==> config.mk <==
export PLATFORM = sky130hd
export DESIGN_NAME = rf_wb_queue
export DESIGN_NICKNAME = d
export VERILOG_FILES = /design/src/rtl/rf_wb_pkg.sv /design/src/rtl/rf_wb_fifo.sv /design/src/rtl/rf_wb_queue.sv
export SDC_FILE = /design/constraint.sdc
export NUM_CORES = 1
export LEC_CHECK = 0
export ABC_AREA = 1
export BUFFER_PORTS_ARGS = -buffer_cell sky130_fd_sc_hd__buf_2
export CAP_MARGIN = 20
export CORE_ASPECT_RATIO = 1.75
export CORE_MARGIN = 2
export CORE_UTILIZATION = 45
export CTS_BUF_LIST = sky130_fd_sc_hd__clkbuf_4 sky130_fd_sc_hd__clkbuf_8
export DETAILED_ROUTE_END_ITERATION = 6
export PLACE_DENSITY = 0.73
export REMOVE_ABC_BUFFERS = 1
export SLEW_MARGIN = 15
export SYNTH_ARGS = -nofsm -noshare
export SYNTH_HDL_FRONTEND = slang
export SYNTH_HIERARCHICAL = 1
export SYNTH_SLANG_ARGS = --single-unit
==> constraint.sdc <==
create_clock -name clk_i -period 2.7 [get_ports clk_i]
set_clock_uncertainty 0.15 [all_clocks]
set_input_delay 0 -clock clk_i [delete_from_list [all_inputs] [get_ports clk_i]]
set_output_delay 0 -clock clk_i [all_outputs]
set_load 0.005 [all_outputs]
==> src/rtl/rf_wb_pkg.sv <==
// Shared defaults and types for the register-file writeback queue.
package rf_wb_pkg;

    localparam int DEPTH_DEF = 4;
    localparam int AW_DEF    = 4;
    localparam int DW_DEF    = 16;

    // Writes to register 0 are architecturally discarded.
    localparam int R0_ADDR   = 0;

    typedef struct packed {
        logic [AW_DEF-1:0] addr;
        logic [DW_DEF-1:0] data;
    } wb_entry_t;

endpackage

==> src/rtl/rf_wb_fifo.sv <==
// In-order circular buffer: up to two pushes and one pop per clock.
// Entry contents and a per-slot valid vector are exposed so the top
// level can search pending writes for forwarding.
module rf_wb_fifo
    import rf_wb_pkg::*;
#(
    parameter int DEPTH = DEPTH_DEF,
    parameter int AW    = AW_DEF,
    parameter int DW    = DW_DEF
) (
    input  logic                         clk_i,
    input  logic                         rst_i,
    input  logic                         push0_i,
    input  logic [AW-1:0]                push0_addr_i,
    input  logic [DW-1:0]                push0_data_i,
    input  logic                         push1_i,
    input  logic [AW-1:0]                push1_addr_i,
    input  logic [DW-1:0]                push1_data_i,
    input  logic                         pop_i,
    output logic [AW-1:0]                head_addr_o,
    output logic [DW-1:0]                head_data_o,
    output logic [$clog2(DEPTH):0]       cnt_o,
    output logic [$clog2(DEPTH)-1:0]     rd_ptr_o,
    output logic [DEPTH-1:0]             ent_vld_o,
    output logic [DEPTH-1:0][AW-1:0]     ent_addr_o,
    output logic [DEPTH-1:0][DW-1:0]     ent_data_o
);

    localparam int PW = $clog2(DEPTH);
    localparam int CW = PW + 1;

    logic [DEPTH-1:0][AW-1:0] addr_q;
    logic [DEPTH-1:0][DW-1:0] data_q;
    logic [PW-1:0]            wr_ptr_q, wr_ptr_d;
    logic [PW-1:0]            rd_ptr_q, rd_ptr_d;
    logic [CW-1:0]            cnt_q, cnt_d;
    logic [PW-1:0]            push1_slot;

    // Next pointers/occupancy; the second push lands after the first when both fire.
    always_comb begin
        wr_ptr_d   = wr_ptr_q + PW'(push0_i) + PW'(push1_i);
        rd_ptr_d   = rd_ptr_q + PW'(pop_i);
        cnt_d      = cnt_q + CW'(push0_i) + CW'(push1_i) - CW'(pop_i);
        push1_slot = push0_i ? wr_ptr_q + PW'(1) : wr_ptr_q;
    end

    // Pointer and occupancy registers; reset discards all entries.
    always_ff @(posedge clk_i) begin
        if (rst_i) begin
            wr_ptr_q <= '0;
            rd_ptr_q <= '0;
            cnt_q    <= '0;
        end else begin
            wr_ptr_q <= wr_ptr_d;
            rd_ptr_q <= rd_ptr_d;
            cnt_q    <= cnt_d;
        end
    end

    // Entry storage; contents are qualified by occupancy so no reset is needed.
    always_ff @(posedge clk_i) begin
        if (push0_i) begin
            addr_q[wr_ptr_q] <= push0_addr_i;
            data_q[wr_ptr_q] <= push0_data_i;
        end
        if (push1_i) begin
            addr_q[push1_slot] <= push1_addr_i;
            data_q[push1_slot] <= push1_data_i;
        end
    end

    // A slot is live when its distance from the head is below the occupancy.
    always_comb begin
        ent_vld_o = '0;
        for (int k = 0; k < DEPTH; k++) begin
            ent_vld_o[k] = {1'b0, PW'(k) - rd_ptr_q} < cnt_q;
        end
    end

    assign head_addr_o = addr_q[rd_ptr_q];
    assign head_data_o = data_q[rd_ptr_q];
    assign cnt_o       = cnt_q;
    assign rd_ptr_o    = rd_ptr_q;
    assign ent_addr_o  = addr_q;
    assign ent_data_o  = data_q;

endmodule

==> src/rtl/rf_wb_queue.sv <==
// Writeback queue feeding the register-file write port from the ALU and
// load unit, with pending-write forwarding and a hazard busy flag.
module rf_wb_queue
    import rf_wb_pkg::*;
#(
    parameter int DEPTH = DEPTH_DEF,
    parameter int AW    = AW_DEF,
    parameter int DW    = DW_DEF
) (
    input  logic                   clk_i,
    input  logic                   rst_i,
    input  logic                   alu_vld_i,
    input  logic [AW-1:0]          alu_addr_i,
    input  logic [DW-1:0]          alu_data_i,
    output logic                   alu_rdy_o,
    input  logic                   ld_vld_i,
    input  logic [AW-1:0]          ld_addr_i,
    input  logic [DW-1:0]          ld_data_i,
    output logic                   ld_rdy_o,
    output logic                   rf_we_o,
    output logic [AW-1:0]          rf_dst_addr_o,
    output logic [DW-1:0]          rf_dst_o,
    input  logic [AW-1:0]          fwd_addr_i,
    output logic                   fwd_hit_o,
    output logic [DW-1:0]          fwd_data_o,
    output logic                   busy_o,
    output logic [$clog2(DEPTH):0] pend_cnt_o
);

    localparam int PW = $clog2(DEPTH);
    localparam int CW = PW + 1;

    logic                     alu_push, ld_push, pop;
    logic [AW-1:0]            head_addr;
    logic [DW-1:0]            head_data;
    logic [CW-1:0]            cnt;
    logic [PW-1:0]            rd_ptr;
    logic [DEPTH-1:0]         ent_vld;
    logic [DEPTH-1:0][AW-1:0] ent_addr;
    logic [DEPTH-1:0][DW-1:0] ent_data;
    logic                     rf_we_q;
    logic [AW-1:0]            rf_dst_addr_q;
    logic [DW-1:0]            rf_dst_q;

    // Readiness looks only at registered occupancy; a load needs two free
    // slots so a simultaneous ALU push can never overflow the queue.
    assign alu_rdy_o = !rst_i && (cnt < CW'(DEPTH));
    assign ld_rdy_o  = !rst_i && (cnt < CW'(DEPTH - 1));

    // Transfers to register 0 are accepted but never enqueued.
    assign alu_push = alu_vld_i && alu_rdy_o && (alu_addr_i != AW'(R0_ADDR));
    assign ld_push  = ld_vld_i  && ld_rdy_o  && (ld_addr_i  != AW'(R0_ADDR));
    assign pop      = (cnt != '0);

    rf_wb_fifo #(.DEPTH(DEPTH), .AW(AW), .DW(DW)) u_fifo (
        .clk_i        (clk_i),
        .rst_i        (rst_i),
        .push0_i      (alu_push),
        .push0_addr_i (alu_addr_i),
        .push0_data_i (alu_data_i),
        .push1_i      (ld_push),
        .push1_addr_i (ld_addr_i),
        .push1_data_i (ld_data_i),
        .pop_i        (pop),
        .head_addr_o  (head_addr),
        .head_data_o  (head_data),
        .cnt_o        (cnt),
        .rd_ptr_o     (rd_ptr),
        .ent_vld_o    (ent_vld),
        .ent_addr_o   (ent_addr),
        .ent_data_o   (ent_data)
    );

    // Output register: one write per clock from the head; addr/data hold when idle.
    always_ff @(posedge clk_i) begin
        if (rst_i) begin
            rf_we_q       <= 1'b0;
            rf_dst_addr_q <= '0;
            rf_dst_q      <= '0;
        end else if (pop) begin
            rf_we_q       <= 1'b1;
            rf_dst_addr_q <= head_addr;
            rf_dst_q      <= head_data;
        end else begin
            rf_we_q       <= 1'b0;
        end
    end

    // Forwarding: output register lowest priority, then queue oldest to
    // youngest so the youngest matching entry overrides.
    always_comb begin
        fwd_hit_o  = 1'b0;
        fwd_data_o = '0;
        if (fwd_addr_i != AW'(R0_ADDR)) begin
            if (rf_we_q && (rf_dst_addr_q == fwd_addr_i)) begin
                fwd_hit_o  = 1'b1;
                fwd_data_o = rf_dst_q;
            end
            for (int i = 0; i < DEPTH; i++) begin
                if (ent_vld[rd_ptr + PW'(i)] && (ent_addr[rd_ptr + PW'(i)] == fwd_addr_i)) begin
                    fwd_hit_o  = 1'b1;
                    fwd_data_o = ent_data[rd_ptr + PW'(i)];
                end
            end
        end
    end

    assign rf_we_o       = rf_we_q;
    assign rf_dst_addr_o = rf_dst_addr_q;
    assign rf_dst_o      = rf_dst_q;
    assign busy_o        = pop || rf_we_q;
    assign pend_cnt_o    = cnt;

endmodule

==> flow_summary.toml <==
[setup_path]
cp-end-kind = "output port"
slowest_delay_ns = 0.38
reg2reg_slack_ns = 0.15
start_kind = "flip-flop"
r2r-start = "u_fifo/cnt_o[1]$_SDFF_PP0_"
crit_type = "reg2out"
crit_fanout = 5
rr_endpoint = "u_fifo/cnt_o[2]$_SDFF_PP0_"
r2r_cells = 13
cp_cell_sequence = "inv_4 -> nor2_4 -> nor2_2 -> inv_1 -> ha_1 -> a21oi_1 -> or2_4 -> inv_2 -> nand2_1 -> o21ai_1 -> nand2_1 -> nand2_1 -> inv_1 -> nand2_1 -> nor2_2 -> nand3_4 -> buf_12 -> buf_16 -> nor2_4 -> nor2_2 -> nand2_2 -> a21oi_2 -> buf_2"
crit_required_ns = 2.55
crit_slowest_cell = "dfxtp_4"
cp_common_cell = "nand2_1"
cp.arrival_ns = 3.00

[global_routing]
grt_max_degree = 85
grt_first_pass_wirelength_mm = 51.7
grt_usage_pct = 30.6
antenna_found_initial = 0
grt_pass1_vias = 10197
grt_overflow = 0

[die]
die_h_um = 191
die_area_um2 = 21200
initial_utilization_pct = 45.7
rows = 68
core_area_um2 = 19700
io_pins = 92
die_w_um = 111

[place]
globalplace.congestion = 1.05
pre_cts_slack_ns = -0.0260
dpl.hpwl_mm = 22.0
placedCellCount = 1865
placed_area_um2 = 9850
io_buffer_count = 91

[cts]
cts_root_buffer = "clkbuf_8"
cts_tree = "yes"
clock_path_buffers = 2
clock-sinks = 108
clock_latency_ns = 0.41
cts_max_level = 3
cts_buffers = 9
clk_pin_slew_ns = 0.10

[timing]
fin_ws_ns = -0.453
worst_pin_slew_ns = 0.732
finalHoldViolations = 0
rsz0062_at_grt = "true"
min_period_over_period_pct = 117
setup_viol = 17
worst_hold_slack_ns = 0.167
fmaxAchievable_ghz = 0.317
setup-tns-final_ns = -6.93
slew_violations = 0
layout_min_cycle_time_ns = 3.15
slew_headroom_pct = 51.1

[pwr]
p_leak_nw = 5.34
powerDensity_nw_per_um2 = 1240
power_mw = 13.5
peakVddDrop_mv = 1.04

[run_status]
status = "finished with violations"
violations = "setup timing"

[run]
max-cap-violations = 0

[detailed_routing]
firstDrtPassIters = 5
drtIter0Drc = 724
totalWireLength_mm = 33.1
wl_per_cell_um = 17.1
detail-route-antenna-nets = 0
vias_per_cell = 5.66
via_count = 10944
drcViolationCount = 0

[cells_and_area]
final_cell_mix = "nand2_1, o21ai_0, inv_1"
final_common_cell = "nand2_1"
n_antenna_cell = 0
fin_util_pct = 55.3
nets = 1745
final_cell_count_no_fill = 1934
num-fill-cells = 1957
stdcell_area_um2 = 10900
syn2layout_area_growth_pct = 20.8
final_layout_size_suffix_gt1_share_pct = 16.9

[hold_path]
hp-class = "in2reg"
whs_endpoint = "u_fifo/wr_ptr_q[0]$_SDFF_PP0_"
worstHoldStart = "ld_vld_i"
whs_path_depth = 7

[synth]
yosys_warnings = 6
syn_area_per_cell_um2 = 5.73
synth_seq_cells = 108
synth_cell_types = 39
syn_area_um2 = 8990
yosysSeqAreaShare_pct = 24.1
synth_cells = 1568
==> critical path: cells and delay by family, from the launching register on <==
kind	cells	cell delay, ns
flip-flops	1	0.38
AO/OA/AOI/OAI	3	0.31
AND/OR/NAND/NOR	12	0.99
adder cells (fa/ha/maj)	1	0.27
buffers and inverters	7	0.64
==> power breakdown <==
part | total (mW) | internal, mW | switching [mW]
sequential | 2.97 | 2.32 | 0.654
clock | 1.11 | 0.482 | 0.624
combinational | 9.38 | 3.59 | 5.79
total | 13.5 | 6.40 | 7.07
==> worst max path at each step <==
stage / to / cells after the start / start / slack [ns]
floorplan: u_fifo/cnt_o[2]$_SDFF_PP0_ / 12 / u_fifo/cnt_o[2]$_SDFF_PP0_ / -2.65
global placement: fwd_data_o[12] / 13 / u_fifo/rd_ptr_o[1]$_SDFF_PP0_ / -0.0006
detailed placement: fwd_data_o[12] / 13 / u_fifo/rd_ptr_o[1]$_SDFF_PP0_ / -0.03
CTS: fwd_data_o[1] / 23 / u_fifo/rd_ptr_o[1]$_SDFF_PP0_ / -0.41
global route: fwd_data_o[12] / 20 / u_fifo/rd_ptr_o[0]$_SDFF_PP0_ / -0.61
finish: fwd_data_o[13] / 23 / u_fifo/rd_ptr_o[0]$_SDFF_PP0_ / -0.45
==> synth_stat cells (all sizes together) <==
cell type | count | area (µm²)
or2 | 5 | 31.3
fa | 3 | 60.1
o22ai | 1 | 6.26
a21oi | 26 | 190
nor4 | 3 | 18.8
nand3 | 53 | 283
mux2i | 3 | 30.0
xnor2 | 1 | 8.76
nand2 | 601 | 2280
nand4 | 109 | 682
clkbuf | 34 | 128
buf | 81 | 462
nand3b | 4 | 46.3
xor2 | 5 | 43.8
o21ai | 224 | 1120
nor3 | 1 | 5.00
dfxtp | 108 | 2160
inv | 138 | 521
a22oi | 20 | 150
ha | 10 | 125
a211oi | 18 | 135
nor2 | 120 | 494
==> kinds of logic (layout without fill, tap and decap cells) <==
| logic type | count (synthesis) | in the layout | share of synthesized area [%] |
|---|---|---|---|
| simple gates | 896 | 896 | 42.8 |
| compound gates | 289 | 289 | 17.8 |
| buf+inv | 253 | 374 | 12.4 |
| flops | 108 | 108 | 24.1 |
| fa+ha+maj | 13 | 13 | 2.06 |
| xor+xnor | 6 | 6 | 0.585 |
| mux | 3 | 3 | 0.334 |
==> layout make-up <==
cell class / instances / area [µm²] / area share [%]
clock inverter: 5 / 60.1 / 0.553
timing repair buffer: 220 / 1770 / 16.3
tap: 245 / 307 / 2.82
multi-input combinational: 1207 / 5880 / 54.1
clock buffer: 11 / 151 / 1.39
sequential: 108 / 2170 / 20.0
inverter: 138 / 526 / 4.84
==> routing by layer <==
metal	GRT usage, %	vias up	share of wire, %
met5	0	-	0
met4	24.3	0	7.9
met3	3.42	174	7.0
met2	53.7	548	49
met1	33.4	4890	36
li1	-	5332	-
==> sequential cells by signal, indices dropped and copies added, names as in the netlist <==
register           count
u_fifo/ent_data_o     64
rf_dst_addr_o          4
u_fifo/rd_ptr_o        2
u_fifo/ent_addr_o     16
rf_dst_o              16
u_fifo/wr_ptr_q        2
rf_we_o                1
u_fifo/cnt_o           3
==> what timing repair did <==
item,4_1_cts,5_1_grt
pin swaps,28,29
cloned,4,0
endpoints found under the setup margin,17,35
resized for setup,35,39
endpoints found under the hold margin,89,0
hold buffers,41,0
setup buffers,7,1
No activity file was read; power rests on OpenSTA's default activity.
